--- src/rtl/ram_port_arbiter.sv ---
// Two-master arbiter for the single-port data RAM: burst-limited round-robin,
// one transfer per cycle, 1-cycle read responses and out-of-range error pulses.
module ram_port_arbiter #(
  parameter int unsigned RAM_DEPTH = 411700,
  parameter int unsigned MAX_BURST = 4
) (
  input  logic        clock,
  input  logic        nreset,
  input  logic        m0_req,
  input  logic [31:0] m0_addr,
  input  logic        m0_write,
  input  logic [31:0] m0_wdata,
  output logic        m0_ready,
  output logic        m0_rvalid,
  output logic [31:0] m0_rdata,
  output logic        m0_err,
  input  logic        m1_req,
  input  logic [31:0] m1_addr,
  input  logic        m1_write,
  input  logic [31:0] m1_wdata,
  output logic        m1_ready,
  output logic        m1_rvalid,
  output logic [31:0] m1_rdata,
  output logic        m1_err,
  output logic        ram_en,
  output logic        ram_write,
  output logic [31:0] ram_addr,
  output logic [31:0] ram_wdata,
  input  logic [31:0] ram_rdata,
  output logic        owner
);

  localparam int unsigned CW = $clog2(MAX_BURST + 1);
  localparam logic [CW-1:0] MAX_CNT = CW'(MAX_BURST);
  localparam logic [31:0] DEPTH = 32'(RAM_DEPTH);

  logic [1:0]  req;
  logic [1:0]  wr;
  logic [31:0] addr  [2];
  logic [31:0] wdata [2];
  logic [1:0]  ready;
  logic [1:0]  rvalid;
  logic [1:0]  err;
  logic [31:0] rdata [2];

  logic          owner_reg, owner_next;
  logic [CW-1:0] cnt_reg, cnt_next;
  logic          resp_sel_reg, resp_sel_next;
  logic          resp_rd_reg, resp_rd_next;
  logic          resp_err_reg, resp_err_next;

  logic        other;
  logic        grant_valid;
  logic        grant_sel;
  logic [31:0] sel_addr;
  logic [31:0] sel_wdata;
  logic        sel_write;
  logic        in_range;

  assign req      = {m1_req, m0_req};
  assign wr       = {m1_write, m0_write};
  assign addr[0]  = m0_addr;
  assign addr[1]  = m1_addr;
  assign wdata[0] = m0_wdata;
  assign wdata[1] = m1_wdata;
  assign other    = ~owner_reg;

  // Owner keeps the port until its burst is used up, but only if the other
  // master actually wants it; reset forces no grant so nothing reaches the RAM.
  always_comb begin
    grant_valid = 1'b0;
    grant_sel   = owner_reg;
    if (nreset) begin
      if (req[owner_reg] && ((cnt_reg < MAX_CNT) || !req[other])) begin
        grant_valid = 1'b1;
      end else if (req[other]) begin
        grant_valid = 1'b1;
        grant_sel   = other;
      end
    end
  end

  assign sel_addr  = addr[grant_sel];
  assign sel_wdata = wdata[grant_sel];
  assign sel_write = wr[grant_sel];
  assign in_range  = (sel_addr < DEPTH);

  assign ram_en    = grant_valid & in_range;
  assign ram_write = ram_en & sel_write;
  assign ram_addr  = ram_en ? sel_addr : 32'h0;
  assign ram_wdata = ram_en ? sel_wdata : 32'h0;

  always_comb begin
    owner_next    = owner_reg;
    cnt_next      = cnt_reg;
    resp_sel_next = grant_sel;
    resp_rd_next  = grant_valid & ~sel_write;
    resp_err_next = grant_valid & ~in_range;
    if (!grant_valid) begin
      cnt_next = '0;
    end else if (grant_sel == owner_reg) begin
      cnt_next = (cnt_reg == MAX_CNT) ? MAX_CNT : cnt_reg + CW'(1);
    end else begin
      owner_next = grant_sel;
      cnt_next   = CW'(1);
    end
  end

  always_ff @(posedge clock) begin
    if (!nreset) begin
      owner_reg    <= 1'b0;
      cnt_reg      <= '0;
      resp_sel_reg <= 1'b0;
      resp_rd_reg  <= 1'b0;
      resp_err_reg <= 1'b0;
    end else begin
      owner_reg    <= owner_next;
      cnt_reg      <= cnt_next;
      resp_sel_reg <= resp_sel_next;
      resp_rd_reg  <= resp_rd_next;
      resp_err_reg <= resp_err_next;
    end
  end

  genvar gi;
  generate
    for (gi = 0; gi < 2; gi++) begin : g_master
      assign ready[gi]  = grant_valid & (grant_sel == 1'(gi));
      assign rvalid[gi] = nreset & resp_rd_reg & (resp_sel_reg == 1'(gi));
      assign err[gi]    = nreset & resp_err_reg & (resp_sel_reg == 1'(gi));
      // Error responses never forward whatever the RAM left on its read bus.
      assign rdata[gi]  = (rvalid[gi] & ~resp_err_reg) ? ram_rdata : 32'h0;
    end
  endgenerate

  assign m0_ready  = ready[0];
  assign m1_ready  = ready[1];
  assign m0_rvalid = rvalid[0];
  assign m1_rvalid = rvalid[1];
  assign m0_err    = err[0];
  assign m1_err    = err[1];
  assign m0_rdata  = rdata[0];
  assign m1_rdata  = rdata[1];
  assign owner     = nreset & owner_reg;

endmodule

--- config.mk ---
export PLATFORM = sky130hd
export DESIGN_NAME = ram_port_arbiter
export DESIGN_NICKNAME = d
export VERILOG_FILES = /design/src/rtl/ram_port_arbiter.sv
export SDC_FILE = /design/constraint.sdc
export NUM_CORES = 1
export LEC_CHECK = 0
export CAP_MARGIN = 10
export CORE_AREA = 4 4 116 118
export DETAILED_ROUTE_END_ITERATION = 7
export DIE_AREA = 0 0 120 122
export PLACE_DENSITY = 0.54
export SLEW_MARGIN = 20
export SYNTH_ARGS = -nofsm -noshare
export SYNTH_HDL_FRONTEND = slang
export SYNTH_SLANG_ARGS = --single-unit
--- constraint.sdc ---
create_clock -name clock -period 2.6 [get_ports clock]
set_input_delay 0.39 -clock clock [delete_from_list [all_inputs] [get_ports clock]]
set_output_delay 0.39 -clock clock [all_outputs]
set_load 0.005 [all_outputs]
==> qor.csv, run 1 <==
metric,value,unit
"critical path, cell by cell",dlygate4sd2_1 -> o311ai_4 -> a311oi_4 -> nor4b_4 -> buf_6 -> buf_8 -> buf_4 -> buf_16 -> a22o_1 -> buf_2,
vias post-DR,3057,
part of the total power dissipated in combinational logic,52.1,%
number of buffers created by CTS,3,
total iterations of the first detailed-routing run,4,
ratio of cells with drive above 1 in the final layout,28.9,%
critical hold path startpoint,cnt_reg[0]$_SDFF_PN0_,
H-Tree Level Count,1,
proportion of synthesized chip area in sequential cells,8.27,%
number of enable-type register cells in the synthesized netlist,0,
final weighted congestion in routability-driven placement,0.798,
sort of element at the end of the critical path,output port,
Simple-Gate Fraction of Synth Area,38.4,%
power density cells,147,nW/um^2
number of I/O pins,303,
share of the synthesized area in the top cell type,26.9,%
number of global-route vias before repair,3275,
first-pass GRT wire length,17200,um
final global-route overflow total,0,
Clock Tree Buf Depth,2,
most used standard cells in the synthesized netlist,"68 x and2_1, 52 x a22o_1, 13 x buf_4",
max-cap viol count,0,
multiplexer share of the synthesized area,0,%
achievable clock frequency,399,MHz
DRC Markers,0,
clock-pin slew of the registers on the worst-case setup and hold paths,0.03,ns
total global-route track usage,14.8,%
diode insertion count for antenna repair,0,
number of rows created at floorplan,41,
share of total power consumed by net switching,24.3,%
final-report hold violation count,0,
Worst path top cell family by delay,buffers and inverters,
most used standard cell by instance count after synthesis,and2_1,
total number of yosys warnings,0,
total die area,14600,sq um
Mean Syn Cell Area,7.54,sq um
placed standard-cell area,4960,sq um
post-synthesis register bit count,7,
Final Worst Setup Slack,0.0927,ns
post-synthesis instance total,225,
Tcrit/Tclk final,96.4,%
largest net degree at the start of global routing,33,
maximum fanout encountered on the critical timing path,6,
clock power share,32.6,%
share of power burned in registers,15.3,%
Port Buf Inserts,289,
antenna violations before repair,0,
initial core utilization,13.6,%
result of the run,"complete, no violations",
Yosys top cell by area,a22o_1,
buffer and inverter count on the worst path,6,
minimum setup slack after placement,-0.578,ns
total number of clock tree sinks,7,
clock network latency to the later pin of the worst-skew pair,0.23,ns
Core ar.,12500,sq um
CTS tree,yes,
drt initial violations,65,
Detail Placement HPWL,9700,um
max reg flops,3,
leakage,2.43,nW
final setup violation count,0,
Critical Path Source Type,input pin,
worst vdd rail ir drop,0.000160,V
Net Switching,0.195,mW
class of the most critical setup path,input pin to output port,
proportion of register bits with asynchronous set or reset after synthesis,0,%
Root Buffer Master,clkbuf_16,
final wirelength,12000,um
XOR/XNOR share of the synthesized area,0,%
adder-cell share of the synthesized area,1.48,%
Chip Height,122,um
worst min-delay path category,flop to flop,
"Top FF cell, synth",dfxtp_1,
largest incremental delay on the critical path,0.37,ns
Yosys cell types,35,
PnR Total Power,0.800,mW
final instance area,5420,sq um
area growth from synthesis to final layout,220,%
arrival time at the worst endpoint,2.12,ns
netlist area before placement,1700,sq um
final number of max-transition violations,0,
design internal power,0.605,mW
remaining number of nets flagged by the antenna check after routing,0,
detailed-route vias per instance,4.11,
fillers,1290,
master of the slowest instance on the critical path,a311oi_4,
layout net count,740,
main combinational cell family by area after synthesis,simple AND/OR/NAND/NOR gates,
wire per inst,16.2,um
clock tree skew after final layout,0.000362,ns
floorplan die width,120,um
cells taking the most area after synthesis,"a22o_1 27%, and2_1 25%, dfxtp_1 8.3%",
required time worst endpoint,2.21,ns
Critical path origin,m0_addr[18],
shortest clock period the worst path allows after layout,2.51,ns
share of the synthesized area in compound gates (AO/OA/AOI/OAI),35.5,%
startpoint of the most critical register-to-register path,cnt_reg[2]$_SDFF_PN0_,
per-stage QoR:
stage | setup TNS [ns] | utilization [%] | hold WS [ns] | cells
after floorplan | 0 | - | 0.451 | 237
after global placement | -33.35 | 39.8 | 0.469 | 706
after detailed placement | -33.21 | 39.8 | 0.507 | 706
after CTS | 0 | 43.7 | 0.519 | 740
after global routing | -0.0461 | 43.5 | 0.548 | 743
final | 0 | 43.5 | 0.519 | 743
metal layers:
layer | wire length [um] | GRT usage [%] | vias to the layer above | part of all wire [%]
met5 | 0 | 0 | - | 0
met4 | 143 | 4.37 | 0 | 1.2
met3 | 1250 | 5.29 | 8 | 10
met2 | 6630 | 30.3 | 175 | 55
met1 | 4000 | 13.5 | 1377 | 33
li1 | - | - | 1497 | -
kinds of logic after synthesis:
family          count (synthesis)
simple gates                  105
compound gates                 72
buf+inv                        38
flops                           7
fa+ha+maj                       2
other cells                     1
power by group through the flow:
stage / registers, mW / clock network [mW] / logic, mW
after floorplan: 0.122 / 0 / 0.0735
after global placement: 0.123 / 0 / 0.408
after detailed placement: 0.123 / 0 / 0.413
after CTS: 0.122 / 0.266 / 0.414
after global routing: 0.123 / 0.275 / 0.447
final: 0.122 / 0.261 / 0.417
final cells by class:
class | instances | area (sq um) | share of cell area [%]
clock buffers | 4 | 78.8 | 1.45
inverters | 7 | 26.3 | 0.484
multi-input cells | 192 | 1500 | 27.6
flip-flops and latches | 7 | 141 | 2.61
well taps | 172 | 215 | 3.97
repair buffers | 361 | 3460 | 63.9
repair_timing:
item                       in CTS  in global routing
hold endpoints to repair        0                  0
setup endpoints to repair     114                 53
buffers inserted               21                  6
gates cloned                   10                  0
pin swaps                      30                 15
gates resized for setup       311                 33
hold buffers                    0                  0
path summary, 6_finish.rpt:
check                                end  slack [ns]  cells after the start
setup / recovery            ram_wdata[1]        0.09                     10
hold / removal     cnt_reg[0]$_SDFF_PN0_        0.52                      1
setup reg to reg  resp_rd_reg$_SDFF_PN0_        0.99                      7
hold reg to reg    cnt_reg[0]$_SDFF_PN0_        0.52                      1
cells in the final DEF (no fill, tap or decap), types with 2 or more instances in the layout:
cell type,synthesis,routed
clkdlybuf4s15_2,0,3
nor3_2,0,4
buf_2,0,49
nand2_1,4,4
ha_1,2,2
and2_1,68,67
a311oi_4,0,2
nor2_1,8,7
and2_4,1,2
dfxtp_1,7,6
clkdlybuf4s50_1,0,183
and3_1,2,2
clkbuf_2,0,11
dlymetal6s2s_1,0,3
buf_4,13,45
dlygate4sd2_1,0,28
o21ai_0,5,4
inv_1,7,6
buf_8,0,2
conb_1,1,13
o211ai_1,2,2
nor4_4,0,3
a211oi_1,3,3
clkdlybuf4s15_1,0,12
nor4_2,0,4
nor4_1,9,2
buf_12,0,9
a22o_1,52,52
buf_16,0,9
clkbuf_16,0,3
buf_6,11,6
Power figures use the tool's default switching activity.
==> run 2: changes to the inputs <==
CAP_MARGIN = 20   (was 10)
==> results of run 2 <==
Final layout, timing and power as in run 1 (identical DEF).
